--- src/rtl/lbus_arbiter_if.sv ---
// Bundles the requester-side and downstream-side lbus signals of the arbiter.
// The slave modport is the arbiter's view; the master modport is the requesters plus the AXI bridge.
interface lbus_arbiter_if #(
    parameter int NREQ  = 4,
    parameter int AddrW = 32,
    parameter int DataW = 64,
    parameter int IdW   = 3
);
    logic [NREQ-1:0]           s_req;
    logic [NREQ*AddrW-1:0]     s_addr;
    logic [NREQ*DataW-1:0]     s_wdata;
    logic [NREQ*(DataW/8)-1:0] s_strb;
    logic [NREQ-1:0]           s_busyo;
    logic [NREQ-1:0]           s_readyo;
    logic [DataW-1:0]          s_rdatao;
    logic                      m_reqo;
    logic [IdW-1:0]            m_ido;
    logic [DataW/8-1:0]        m_strbo;
    logic [AddrW-1:0]          m_addro;
    logic [DataW-1:0]          m_wdatao;
    logic                      m_busy;
    logic                      m_ready;
    logic [IdW-1:0]            m_id;
    logic [DataW-1:0]          m_rdata;
    logic                      stray_o;

    modport master (
        output s_req, s_addr, s_wdata, s_strb, m_busy, m_ready, m_id, m_rdata,
        input  s_busyo, s_readyo, s_rdatao, m_reqo, m_ido, m_strbo, m_addro, m_wdatao, stray_o
    );

    modport slave (
        input  s_req, s_addr, s_wdata, s_strb, m_busy, m_ready, m_id, m_rdata,
        output s_busyo, s_readyo, s_rdatao, m_reqo, m_ido, m_strbo, m_addro, m_wdatao, stray_o
    );
endinterface

--- src/rtl/lbus_arbiter.sv ---
// Round-robin arbiter sharing one lbus DDR port among NREQ requesters, one transaction outstanding.
// Accept -> m_reqo 1 cycle; m_ready -> s_readyo 1 cycle; m_busy holds the issued command stable.
module lbus_arbiter #(
    parameter int NREQ  = 4,
    parameter int AddrW = 32,
    parameter int DataW = 64,
    parameter int IdW   = 3
) (
    input  logic         i_clk,
    input  logic         i_reset,
    lbus_arbiter_if.slave bus
);
    localparam int StrbW = DataW / 8;

    typedef enum logic [1:0] {
        IDLE  = 2'd0,
        ISSUE = 2'd1,
        WAIT  = 2'd2
    } state_t;

    state_t           r_state;
    state_t           w_state_nxt;
    logic [IdW-1:0]   r_rr_ptr;
    logic [IdW-1:0]   r_grant;
    logic [AddrW-1:0] r_addr;
    logic [DataW-1:0] r_wdata;
    logic [StrbW-1:0] r_strb;
    logic [NREQ-1:0]  r_readyo;
    logic [DataW-1:0] r_rdata;
    logic             r_stray;

    logic [NREQ-1:0]  w_req_rot;
    logic             w_found;
    logic [IdW-1:0]   w_winner;
    logic [IdW:0]     w_sum;
    logic [IdW:0]     w_ptr_sum;
    logic [IdW-1:0]   w_ptr_nxt;
    logic [AddrW-1:0] w_addr_sel;
    logic [DataW-1:0] w_wdata_sel;
    logic [StrbW-1:0] w_strb_sel;
    logic [NREQ-1:0]  w_onehot_busy;
    logic [NREQ-1:0]  w_readyo_nxt;
    logic             w_grant_now;
    logic             w_resp_ok;

    // Rotate requests so bit 0 is the requester at rr_ptr; first set bit wins.
    always_comb begin
        w_req_rot     = (bus.s_req >> r_rr_ptr) | (bus.s_req << (NREQ - int'(r_rr_ptr)));
        w_found       = 1'b0;
        w_winner      = '0;
        w_sum         = '0;
        for (int k = 0; k < NREQ; k++) begin
            if (!w_found && w_req_rot[k]) begin
                w_found = 1'b1;
                w_sum   = {1'b0, r_rr_ptr} + (IdW+1)'(k);
                if (w_sum >= (IdW+1)'(NREQ)) begin
                    w_sum = w_sum - (IdW+1)'(NREQ);
                end
                w_winner = w_sum[IdW-1:0];
            end
        end
        w_ptr_sum = {1'b0, w_winner} + {{IdW{1'b0}}, 1'b1};
        w_ptr_nxt = (w_ptr_sum == (IdW+1)'(NREQ)) ? '0 : w_ptr_sum[IdW-1:0];
    end

    always_comb begin
        w_addr_sel    = '0;
        w_wdata_sel   = '0;
        w_strb_sel    = '0;
        w_onehot_busy = '1;
        w_readyo_nxt  = '0;
        for (int k = 0; k < NREQ; k++) begin
            if (w_winner == IdW'(k)) begin
                w_addr_sel  = bus.s_addr[k*AddrW +: AddrW];
                w_wdata_sel = bus.s_wdata[k*DataW +: DataW];
                w_strb_sel  = bus.s_strb[k*StrbW +: StrbW];
            end
            if (w_found && w_winner == IdW'(k)) begin
                w_onehot_busy[k] = 1'b0;
            end
            if (w_resp_ok && r_grant == IdW'(k)) begin
                w_readyo_nxt[k] = 1'b1;
            end
        end
    end

    always_comb begin
        w_state_nxt  = r_state;
        w_grant_now  = 1'b0;
        w_resp_ok    = bus.m_ready && (r_state == WAIT) && (bus.m_id == r_grant);
        bus.s_busyo  = '1;
        bus.m_reqo   = 1'b0;
        bus.m_ido    = '0;
        bus.m_addro  = '0;
        bus.m_wdatao = '0;
        bus.m_strbo  = '0;
        case (r_state)
            IDLE: begin
                bus.s_busyo = w_onehot_busy;
                if (w_found) begin
                    w_grant_now = 1'b1;
                    w_state_nxt = ISSUE;
                end
            end
            ISSUE: begin
                bus.m_reqo = 1'b1;
                if (!bus.m_busy) begin
                    w_state_nxt = WAIT;
                end
            end
            WAIT: begin
                if (w_resp_ok) begin
                    w_state_nxt = IDLE;
                end
            end
            default: w_state_nxt = IDLE;
        endcase
        if (!i_reset) begin
            bus.m_ido    = r_grant;
            bus.m_addro  = r_addr;
            bus.m_wdatao = r_wdata;
            bus.m_strbo  = r_strb;
        end else begin
            // Reset overrides the registered view immediately, not one cycle later.
            bus.s_busyo = '1;
            bus.m_reqo  = 1'b0;
            w_grant_now = 1'b0;
        end
    end

    always_ff @(posedge i_clk) begin
        if (i_reset) begin
            r_state  <= IDLE;
            r_rr_ptr <= '0;
            r_grant  <= '0;
            r_addr   <= '0;
            r_wdata  <= '0;
            r_strb   <= '0;
            r_readyo <= '0;
            r_rdata  <= '0;
            r_stray  <= 1'b0;
        end else begin
            r_state  <= w_state_nxt;
            r_readyo <= w_readyo_nxt;
            r_stray  <= bus.m_ready && !w_resp_ok;
            if (w_grant_now) begin
                r_grant  <= w_winner;
                r_rr_ptr <= w_ptr_nxt;
                r_addr   <= w_addr_sel;
                r_wdata  <= w_wdata_sel;
                r_strb   <= w_strb_sel;
            end
            if (w_resp_ok) begin
                r_rdata <= bus.m_rdata;
            end
        end
    end

    assign bus.s_readyo = r_readyo;
    assign bus.s_rdatao = r_rdata;
    assign bus.stray_o  = r_stray;

endmodule

--- src/flat_wrapper.sv ---
// flat-port wrapper written by rule: the top's interface ports become plain ports
module lbus_arbiter_flat 
#(
    parameter int NREQ  = 4,
    parameter int AddrW = 32,
    parameter int DataW = 64,
    parameter int IdW   = 3
)
  (i_clk, i_reset, bus_s_req, bus_s_addr, bus_s_wdata, bus_s_strb, bus_m_busy, bus_m_ready, bus_m_id, bus_m_rdata, bus_s_busyo, bus_s_readyo, bus_s_rdatao, bus_m_reqo, bus_m_ido, bus_m_strbo, bus_m_addro, bus_m_wdatao, bus_stray_o);
  lbus_arbiter_if #(.NREQ(NREQ), .AddrW(AddrW), .DataW(DataW), .IdW(IdW)) bus_i ();
  input  logic i_clk;
  input  logic i_reset;
  input wire logic [$bits(bus_i.s_req)-1:0] bus_s_req;
  input wire logic [$bits(bus_i.s_addr)-1:0] bus_s_addr;
  input wire logic [$bits(bus_i.s_wdata)-1:0] bus_s_wdata;
  input wire logic [$bits(bus_i.s_strb)-1:0] bus_s_strb;
  input wire logic [$bits(bus_i.m_busy)-1:0] bus_m_busy;
  input wire logic [$bits(bus_i.m_ready)-1:0] bus_m_ready;
  input wire logic [$bits(bus_i.m_id)-1:0] bus_m_id;
  input wire logic [$bits(bus_i.m_rdata)-1:0] bus_m_rdata;
  output wire logic [$bits(bus_i.s_busyo)-1:0] bus_s_busyo;
  output wire logic [$bits(bus_i.s_readyo)-1:0] bus_s_readyo;
  output wire logic [$bits(bus_i.s_rdatao)-1:0] bus_s_rdatao;
  output wire logic [$bits(bus_i.m_reqo)-1:0] bus_m_reqo;
  output wire logic [$bits(bus_i.m_ido)-1:0] bus_m_ido;
  output wire logic [$bits(bus_i.m_strbo)-1:0] bus_m_strbo;
  output wire logic [$bits(bus_i.m_addro)-1:0] bus_m_addro;
  output wire logic [$bits(bus_i.m_wdatao)-1:0] bus_m_wdatao;
  output wire logic [$bits(bus_i.stray_o)-1:0] bus_stray_o;
  assign bus_i.s_req = bus_s_req;
  assign bus_i.s_addr = bus_s_addr;
  assign bus_i.s_wdata = bus_s_wdata;
  assign bus_i.s_strb = bus_s_strb;
  assign bus_i.m_busy = bus_m_busy;
  assign bus_i.m_ready = bus_m_ready;
  assign bus_i.m_id = bus_m_id;
  assign bus_i.m_rdata = bus_m_rdata;
  assign bus_s_busyo = bus_i.s_busyo;
  assign bus_s_readyo = bus_i.s_readyo;
  assign bus_s_rdatao = bus_i.s_rdatao;
  assign bus_m_reqo = bus_i.m_reqo;
  assign bus_m_ido = bus_i.m_ido;
  assign bus_m_strbo = bus_i.m_strbo;
  assign bus_m_addro = bus_i.m_addro;
  assign bus_m_wdatao = bus_i.m_wdatao;
  assign bus_stray_o = bus_i.stray_o;
  lbus_arbiter #(.NREQ(NREQ), .AddrW(AddrW), .DataW(DataW), .IdW(IdW)) u_core (.i_clk(i_clk), .i_reset(i_reset), .bus(bus_i));
endmodule
--- config.mk ---
export PLATFORM = sky130hd
export DESIGN_NAME = lbus_arbiter_flat
export DESIGN_NICKNAME = d
export VERILOG_FILES = /design/src/rtl/lbus_arbiter_if.sv /design/src/rtl/lbus_arbiter.sv /design/src/flat_wrapper.sv
export SDC_FILE = /design/constraint.sdc
export NUM_CORES = 1
export LEC_CHECK = 0
export ABC_AREA = 1
export CAP_MARGIN = 20
export CORE_AREA = 2 2 265 267
export CTS_CLUSTER_SIZE = 20
export DETAILED_ROUTE_END_ITERATION = 16
export DIE_AREA = 0 0 267 269
export PLACE_DENSITY = 0.49
export SETUP_SLACK_MARGIN = 0.1
export SLEW_MARGIN = 20
export SYNTH_ARGS = -nofsm -noshare
export SYNTH_HDL_FRONTEND = slang
export SYNTH_SLANG_ARGS = --single-unit
--- constraint.sdc ---
create_clock -name i_clk -period 3.15 [get_ports i_clk]
set_clock_uncertainty 0.2 [all_clocks]
set_input_delay 0.315 -clock i_clk [delete_from_list [all_inputs] [get_ports i_clk]]
set_output_delay 0.315 -clock i_clk [all_outputs]
set_load 0.1 [all_outputs]
# After elaboration in Yosys (flattened, before gate mapping)

Index checks and enable logic that the tools add are counted.

Output and inout port bits: 181
Register bits after elaboration: 181
Input port bits: 491
Word-level logic and storage cells: 108

Reduce and logical (&&, ||, !) cells: 22
Magnitude comparators: 4
Add/subtract/negate cells: 9
Bitwise logic cells: 1
Shift operators: 2
Multiplexer cells: 48
Eq/ne operators: 13

Operators with widths:

| kind                | count |
|---|---|
| $mux 64             | 5 |
| $mux 32             | 5 |
| $mux 8              | 5 |
| $shl 4x32->4        | 1 |
| $mux 3              | 10 |
| $mux 1              | 17 |
| $logic_and 1x1->1   | 14 |
| $eq 3x2->1 const B  | 4 |
| $ge 4x3->1 const B  | 3 |
| $sub 3x3->3 const B | 4 |
| $add 3x1->4 const B | 2 |
| $add 3x2->4 const B | 2 |
| $mux 4              | 2 |
| $eq 3x1->1 const B  | 2 |
| $logic_not 3->1     | 2 |
| $mux 2              | 3 |
| $pmux 2 s3          | 1 |
| $eq 4x3->1 const B  | 1 |
| $logic_not 1->1     | 4 |
| $ne 2x1->1 const B  | 2 |
| $or 4x4->4          | 1 |
| $shr 4x3->4         | 1 |
| $sub 3x3->4 const A | 1 |
| $eq 3x3->1          | 1 |
| 6 further kinds     | 6 |

# Longest topological paths before layout

Word-level depth: 18
Depth in mapped cells: 26
Depth with buffers taken out: 22

# Least setup slack after synthesis

No wires, ideal clock.

Kind: register -> output
From: reg u_core.r_rr_ptr[0]
To: out bus_s_busyo[3]
Path buffers: 3
Cell stages (with the launch flop): 19
Arrival: 3.323 ns
Required time: 2.635 ns
Setup slack: -0.688 ns
Path through: dfxtp_1 -> inv_2 -> ha_1 -> inv_1 -> nor2_1 -> nand2_1 -> nand2_1 -> nor2_1 -> nand3_4 -> nand2_1 -> nand2_1 -> nand2_1 -> inv_1 -> ha_1 -> ha_1 -> clkbuf_1 -> clkbuf_1 -> clkbuf_1 -> nand2_1

Word-level cells in the longest chain between the ends: 18
Elaborated cells on any way between the ends: 38
Those cells by class: 8 x add/sub; 4 x order compare; 1 x eq/ne; 2 x shift; 15 x mux; 1 x bitwise; 7 x reduce/logical

Ends and longest elaborated chain:

| item                   | RTL line            | source |
|---|---|---|
| start, declared        | lbus_arbiter.sv:23  | `logic [IdW-1:0] r_rr_ptr;` |
| start signal, assigned | lbus_arbiter.sv:148 | `r_rr_ptr <= w_ptr_nxt;` |
| $sub 3x3->4            | lbus_arbiter.sv:48  | `w_req_rot = (bus.s_req >> r_rr_ptr) \| (bus.s_req << (NREQ - int'(r_rr_ptr)));` |
| $shl 4x32->4           | lbus_arbiter.sv:48  |  |
| $or 4x4->4             | lbus_arbiter.sv:48  |  |
| $mux 1                 | lbus_arbiter.sv:53  | `if (!w_found && w_req_rot[k]) begin` |
| $logic_not 1->1        | lbus_arbiter.sv:53  |  |
| $logic_and 1x1->1      | lbus_arbiter.sv:53  |  |
| $mux 1                 | lbus_arbiter.sv:53  |  |
| $logic_not 1->1        | lbus_arbiter.sv:53  |  |
| (+3 left out)          | -                   |  |
| $logic_and 1x1->1      | lbus_arbiter.sv:53  |  |
| $mux 3 (*)             | lbus_arbiter.sv:53  |  |
| net u_core.w_winner[0] | lbus_arbiter.sv:34  | `logic [IdW-1:0] w_winner;` |
| $eq 3x2->1 (*)         | lbus_arbiter.sv:78  | `if (w_found && w_winner == IdW'(k)) begin` |
| $logic_and 1x1->1 (*)  | lbus_arbiter.sv:78  |  |
| $mux 1 (*)             | lbus_arbiter.sv:78  |  |
| $mux 4 (*)             | lbus_arbiter.sv:97  | `case (r_state)` |
| $mux 4 (*)             | lbus_arbiter.sv:118 | `if (!i_reset) begin` |
| end, declared          | flat_wrapper.sv:21  | `output wire logic [$bits(bus_i.s_busyo)-1:0] bus_s_busyo;` |

The timed path passes the listed nets; every way through them passes the cells marked *.

# Final worst setup path

From: reg u_core.r_rr_ptr[1]
To: out bus_s_busyo[0]

Word-level cells in the longest chain between the ends: 18
Elaborated cells on any way between the ends: 38
Those cells by class: 8 x add/sub; 4 x order compare; 2 x shift; 15 x mux; 1 x bitwise; 8 x reduce/logical

Ends and longest elaborated chain:

| item                   | RTL line |
|---|---|
| $sub 3x3->4            | lbus_arbiter.sv:48 |
| $shl 4x32->4           | lbus_arbiter.sv:48 |
| $or 4x4->4             | lbus_arbiter.sv:48 |
| $mux 1                 | lbus_arbiter.sv:53 |
| $logic_not 1->1        | lbus_arbiter.sv:53 |
| $logic_and 1x1->1      | lbus_arbiter.sv:53 |
| $mux 1                 | lbus_arbiter.sv:53 |
| $logic_not 1->1        | lbus_arbiter.sv:53 |
| (+3 left out)          | - |
| $logic_and 1x1->1      | lbus_arbiter.sv:53 |
| $mux 3 (*)             | lbus_arbiter.sv:53 |
| net u_core.w_winner[1] | lbus_arbiter.sv:34 |
| $logic_not 3->1 (*)    | lbus_arbiter.sv:78 |
| $logic_and 1x1->1 (*)  | lbus_arbiter.sv:78 |
| $mux 1 (*)             | lbus_arbiter.sv:78 |
| $mux 4 (*)             | lbus_arbiter.sv:97 |
| $mux 4 (*)             | lbus_arbiter.sv:118 |

Marked as above.

==> results <==
- The flow ran to the end, but the final reports show violations.
- The final reports fail on negative setup slack.
- During I/O placement, the number of pins put on the boundary was 672.
- The synthesized design contains 0 enable-type register cells.
- After synthesis, the share of flip-flops with an asynchronous set or reset is 0.
- The H-tree generated during clock tree synthesis spans 4 levels.
- The die outline area is roughly 70,000 µm².
- In this run the tightest slew margin relative to its limit is 0.515.
- The maximum number of buffers from clock root to sink is 2.
- The routability congestion estimate from global placement is 0.886.
- The most frequent cell on the critical path is sky130_fd_sc_hd__nand2_2.
- After clock tree synthesis, the clock-pin slew on the worst setup and hold paths is ~0.080 ns.
- The most frequently used flop master after synthesis is sky130_fd_sc_hd__dfxtp_1.
- The detailed router finished its first iteration with between 700 and 800 violations.
- The slowest stage cell on the critical path is sky130_fd_sc_hd__dfxtp_2.
- The worst-case IR drop observed on VDD is between 0.8 and 0.9 mV.
- Traced cell by cell, the critical path runs through inv_2, ha_4, inv_2, nand2_2, nand2_2, nor2_2, nand2_1, nand2_2, nor2_4, nand2_2, nor2_1, nand2_1, nand3_2, inv_2, ha_4, buf_12, buf_8, nand2_4, buf_12.
- The number of failing setup endpoints in the final timing report is 7.
- The tightest min-delay check is of the in -> reg type.
- The critical path class is reg -> out.
- Relative to the synthesized area, the layout overhead comes to 108%.
- TritonCTS built the clock tree.
- In the final routed layout, each cell accounts on average for about 18 µm.
- Input and output buffers added on the ports amount to approximately 670.
- Hold repair after CTS inserted 0 buffers.
- The element type at the critical path start is a flip-flop.
- For the pin with the worst max-slew slack, the measured transition is just over 0.7 ns.
- The count of synthesis-stage warnings from yosys is 0.
- The total routing usage reported by global routing is 0.157.
- The repair_antennas step left the layout with diodes totalling 0.
- STA classifies the critical path endpoint as an output port.
- Clock tree synthesis inserted a total of 17 buffers.
- The hold violation count in the final report is 0.
- The proportion of layout cells with a drive suffix above 1 is 0.313.
- Final hold analysis gives a worst-case slack of between 0.1 and 0.15 ns.
- The die width is 267 µm.
- The clock reaches the later pin of the worst-skew pair after between 0.4 and 0.5 ns.
- The number of nets in the synthesized netlist is 2,293.
- The setup slack after layout is -0.0809 ns.
- In the post-synthesis netlist, the biggest area contributors are sky130_fd_sc_hd__dfxtp_1 34%, sky130_fd_sc_hd__nand2_1 18%, sky130_fd_sc_hd__a21oi_1 9.9%, sky130_fd_sc_hd__nor2_1 8.7%, sky130_fd_sc_hd__o21ai_0 7.9%.
- The number of remaining DRC errors is 0.
- The first detailed-routing pass ran for 5 iterations.
- In this run the worst path has a maximum fanout of 9.
- The data arrival time at the worst-slack endpoint is 2.72 ns.
- The number of different library cells in the post-synthesis netlist is 29.
- The post-synthesis average cell area is 6.00 µm².
- In the final design database the tool counted 3,033 nets.
- The maximum number of pins on one net before global-route repair is between 60 and 70.
- The worst-case register-to-register setup slack is -0.04 ns.
- After detailed routing, the number of vias per cell comes to 4.07.
- At the worst endpoint, the required time is 2.63 ns.
- The HPWL after detailed placement is about 45 mm.
- Summed over all instances, the cell type with the most area after synthesis is sky130_fd_sc_hd__dfxtp_1.
- The instance count of the mapped netlist is ~1,800.
- The number of vias after detailed routing is 14,199.
- The remaining number of nets flagged by the antenna check after routing is 0.
- The post-synthesis instance area is 10,800 µm².
- The total negative setup slack is -0.384 ns.
- The worst setup timing slack at the placement stage is -0.298 ns.
- Dividing total power by cell area gives a power density of 1440 nW/µm².
- For this block, the routed nets add up to approximately 63 mm of wire.
- The number of global-route vias before repair came to 13,234.
- Measured along the y axis, the die boundary spans 269 µm.
- Counting instances, the worst hold path has a depth of 2.
- The max-capacitance violation count is 0.
- The worst-case hold path end point is u_core.bus.s_readyo[0]$_SDFF_PP0_.
- Total power for the finished layout comes to 32,200 µW.
- The floorplan has 97 rows.
- The initial antenna violation count is 1.
- On the worst path, the slowest cell contributes a delay of approximately 0.35 ns.
- The remaining global-route overflow is 0.
- The global-route wire length before repair is 83.3 mm.
- The buffer cell driving the clock tree root is sky130_fd_sc_hd__clkbuf_16.
- The worst reg-to-reg path cell count is 27.
- The fraction of the cycle the final worst path needs is 1.03.
- In this run the critical register-to-register path is captured at u_core.r_wdata[27]$_SDFFE_PP0P_.
- The share of synthesized area in the top cell type comes to 0.336.
- The flop and latch count out of synthesis is 181.
- The post-synthesis sequential area ratio is 0.336.
- For this configuration, the core starts out at a cell density of 0.155.
- The highest achievable clock rate is roughly 0.31 GHz.
- The core area is 69,300 µm².
- The total count of max-transition violations in the final report was 0.
- Setup repair after global routing could not meet its margin everywhere.
- The startpoint identified for the worst hold timing path is i_reset.
- The analysis attributes to cell leakage a power of roughly 0.0090 µW.
- The startpoint of the lowest-slack register-to-register path is u_core.r_rr_ptr[1]$_SDFFE_PP0P_.
- The final period demand of the worst path is 3.23 ns.
- The number of clock sinks is 181.
-- synth_stat cells, types with 6 or more instances --
cell and instances:
sky130_fd_sc_hd__nand2_1 507, sky130_fd_sc_hd__clkbuf_1 100, sky130_fd_sc_hd__nor2_1 250, sky130_fd_sc_hd__o21ai_0 169, sky130_fd_sc_hd__buf_2 13, sky130_fd_sc_hd__buf_1 12
sky130_fd_sc_hd__nand3_1 115, sky130_fd_sc_hd__dfxtp_1 181, sky130_fd_sc_hd__ha_1 6, sky130_fd_sc_hd__nand2_2 72, sky130_fd_sc_hd__a21oi_1 213, sky130_fd_sc_hd__buf_8 8
sky130_fd_sc_hd__inv_1 120
-- cell families (layout without fill, tap and decap cells) --
| family | after synthesis | after routing | synth area share |
|---|---|---|---|
| AND/OR/NAND/NOR | 959 | 959 | 0.371 |
| XOR/XNOR | 3 | 3 | 0.00244 |
| AO/OA/AOI/OAI | 383 | 383 | 0.178 |
| buffers and inverters | 263 | 1016 | 0.104 |
| other | 1 | 1 | 0.000348 |
| flip-flops | 181 | 181 | 0.336 |
| adder cells (fa/ha/maj) | 6 | 6 | 0.00697 |
-- state kept, by name, indices dropped and copies added, names as in the netlist --
register / cells
u_core.bus.stray_o: 1
u_core.r_addr: 32
u_core.r_state: 2
u_core.r_strb: 8
u_core.r_rr_ptr: 3
u_core.r_wdata: 64
u_core.bus.s_rdatao: 64
u_core.r_grant: 3
u_core.bus.s_readyo: 4
-- cell type report --
cell class              instances  area (µm²)
multi-input cells            1352        7610
well taps                     940        1180
inverters                     124         497
flip-flops and latches        181        3630
fillers                      7480       46900
repair buffers                860        8880
clock inverters                15         179
clock buffers                  17         425
-- power by group --
| group | switching (µW) | internal (µW) | total (µW) |
|---|---|---|---|
| clock network | 1210 | 1070 | 2280 |
| logic | 14800 | 12300 | 27100 |
| registers | 113 | 2680 | 2800 |
-- critical path, delay by kind of cell (launching register included) --
| family | cells | cell delay, ns |
|---|---|---|
| flip-flops | 1 | 0.35 |
| buffers and inverters | 6 | 0.64 |
| AND/OR/NAND/NOR | 11 | 0.91 |
| adder cells (fa/ha/maj) | 2 | 0.33 |
-- stage by stage --
stage	instances	instance area [µm²]	utilization
2_1_floorplan	1796	10900	-
3_3_place_gp	3395	19000	0.274
3_5_place_dp	3395	19000	0.274
4_1_cts	3452	20300	0.293
5_1_grt	3489	22400	0.323
6_report	3489	22400	0.323
-- worst max-delay path by stage --
stage          slack (ns)                             from  cells past startpoint                         endpoint
6_report            -0.08  u_core.r_rr_ptr[1]$_SDFFE_PP0P_                     19                   bus_s_busyo[0]
5_1_grt             -0.29  u_core.r_rr_ptr[1]$_SDFFE_PP0P_                     27  u_core.r_wdata[27]$_SDFFE_PP0P_
4_1_cts             -0.15  u_core.r_rr_ptr[1]$_SDFFE_PP0P_                     19                   bus_s_busyo[3]
3_5_place_dp        -0.30                     bus_s_req[0]                     20   u_core.r_addr[10]$_SDFFE_PP0P_
3_3_place_gp        -0.28                     bus_s_req[0]                     20   u_core.r_addr[23]$_SDFFE_PP0P_
2_1_floorplan       -0.10  u_core.r_rr_ptr[1]$_SDFFE_PP0P_                     19                   bus_s_busyo[3]
-- placed cells by master, fill, tap and decap left out, drive strengths merged --
master | netlist | routed
a21oi | 214 | 214
buf | 38 | 355
bufbuf | 0 | 3
clkbuf | 101 | 30
clkdlybuf4s50 | 0 | 489
clkinv | 0 | 8
clkinvlp | 0 | 3
conb | 1 | 1
dfxtp | 181 | 181
ha | 6 | 6
inv | 124 | 128
nand2 | 580 | 580
nand3 | 118 | 118
nand3b | 2 | 2
nand4 | 2 | 2
nor2 | 252 | 252
nor3 | 2 | 2
nor4 | 3 | 3
o21ai | 169 | 169
xor2 | 3 | 3
-- routing by layer --
layer	vias to the layer above	part of all wire	track usage
met5	-	0	0
met4	0	0.021	0.0440
met3	72	0.065	0.0415
met2	451	0.49	0.273
met1	6476	0.42	0.190
li1	7200	-	-
-- repair_timing --
action,CTS,global route
gates cloned,7,14
resized for setup,145,379
pin swaps,38,205
setup endpoints to repair,107,108
buffers inserted,18,24
Note: power is estimated with default switching activity, not from simulation.
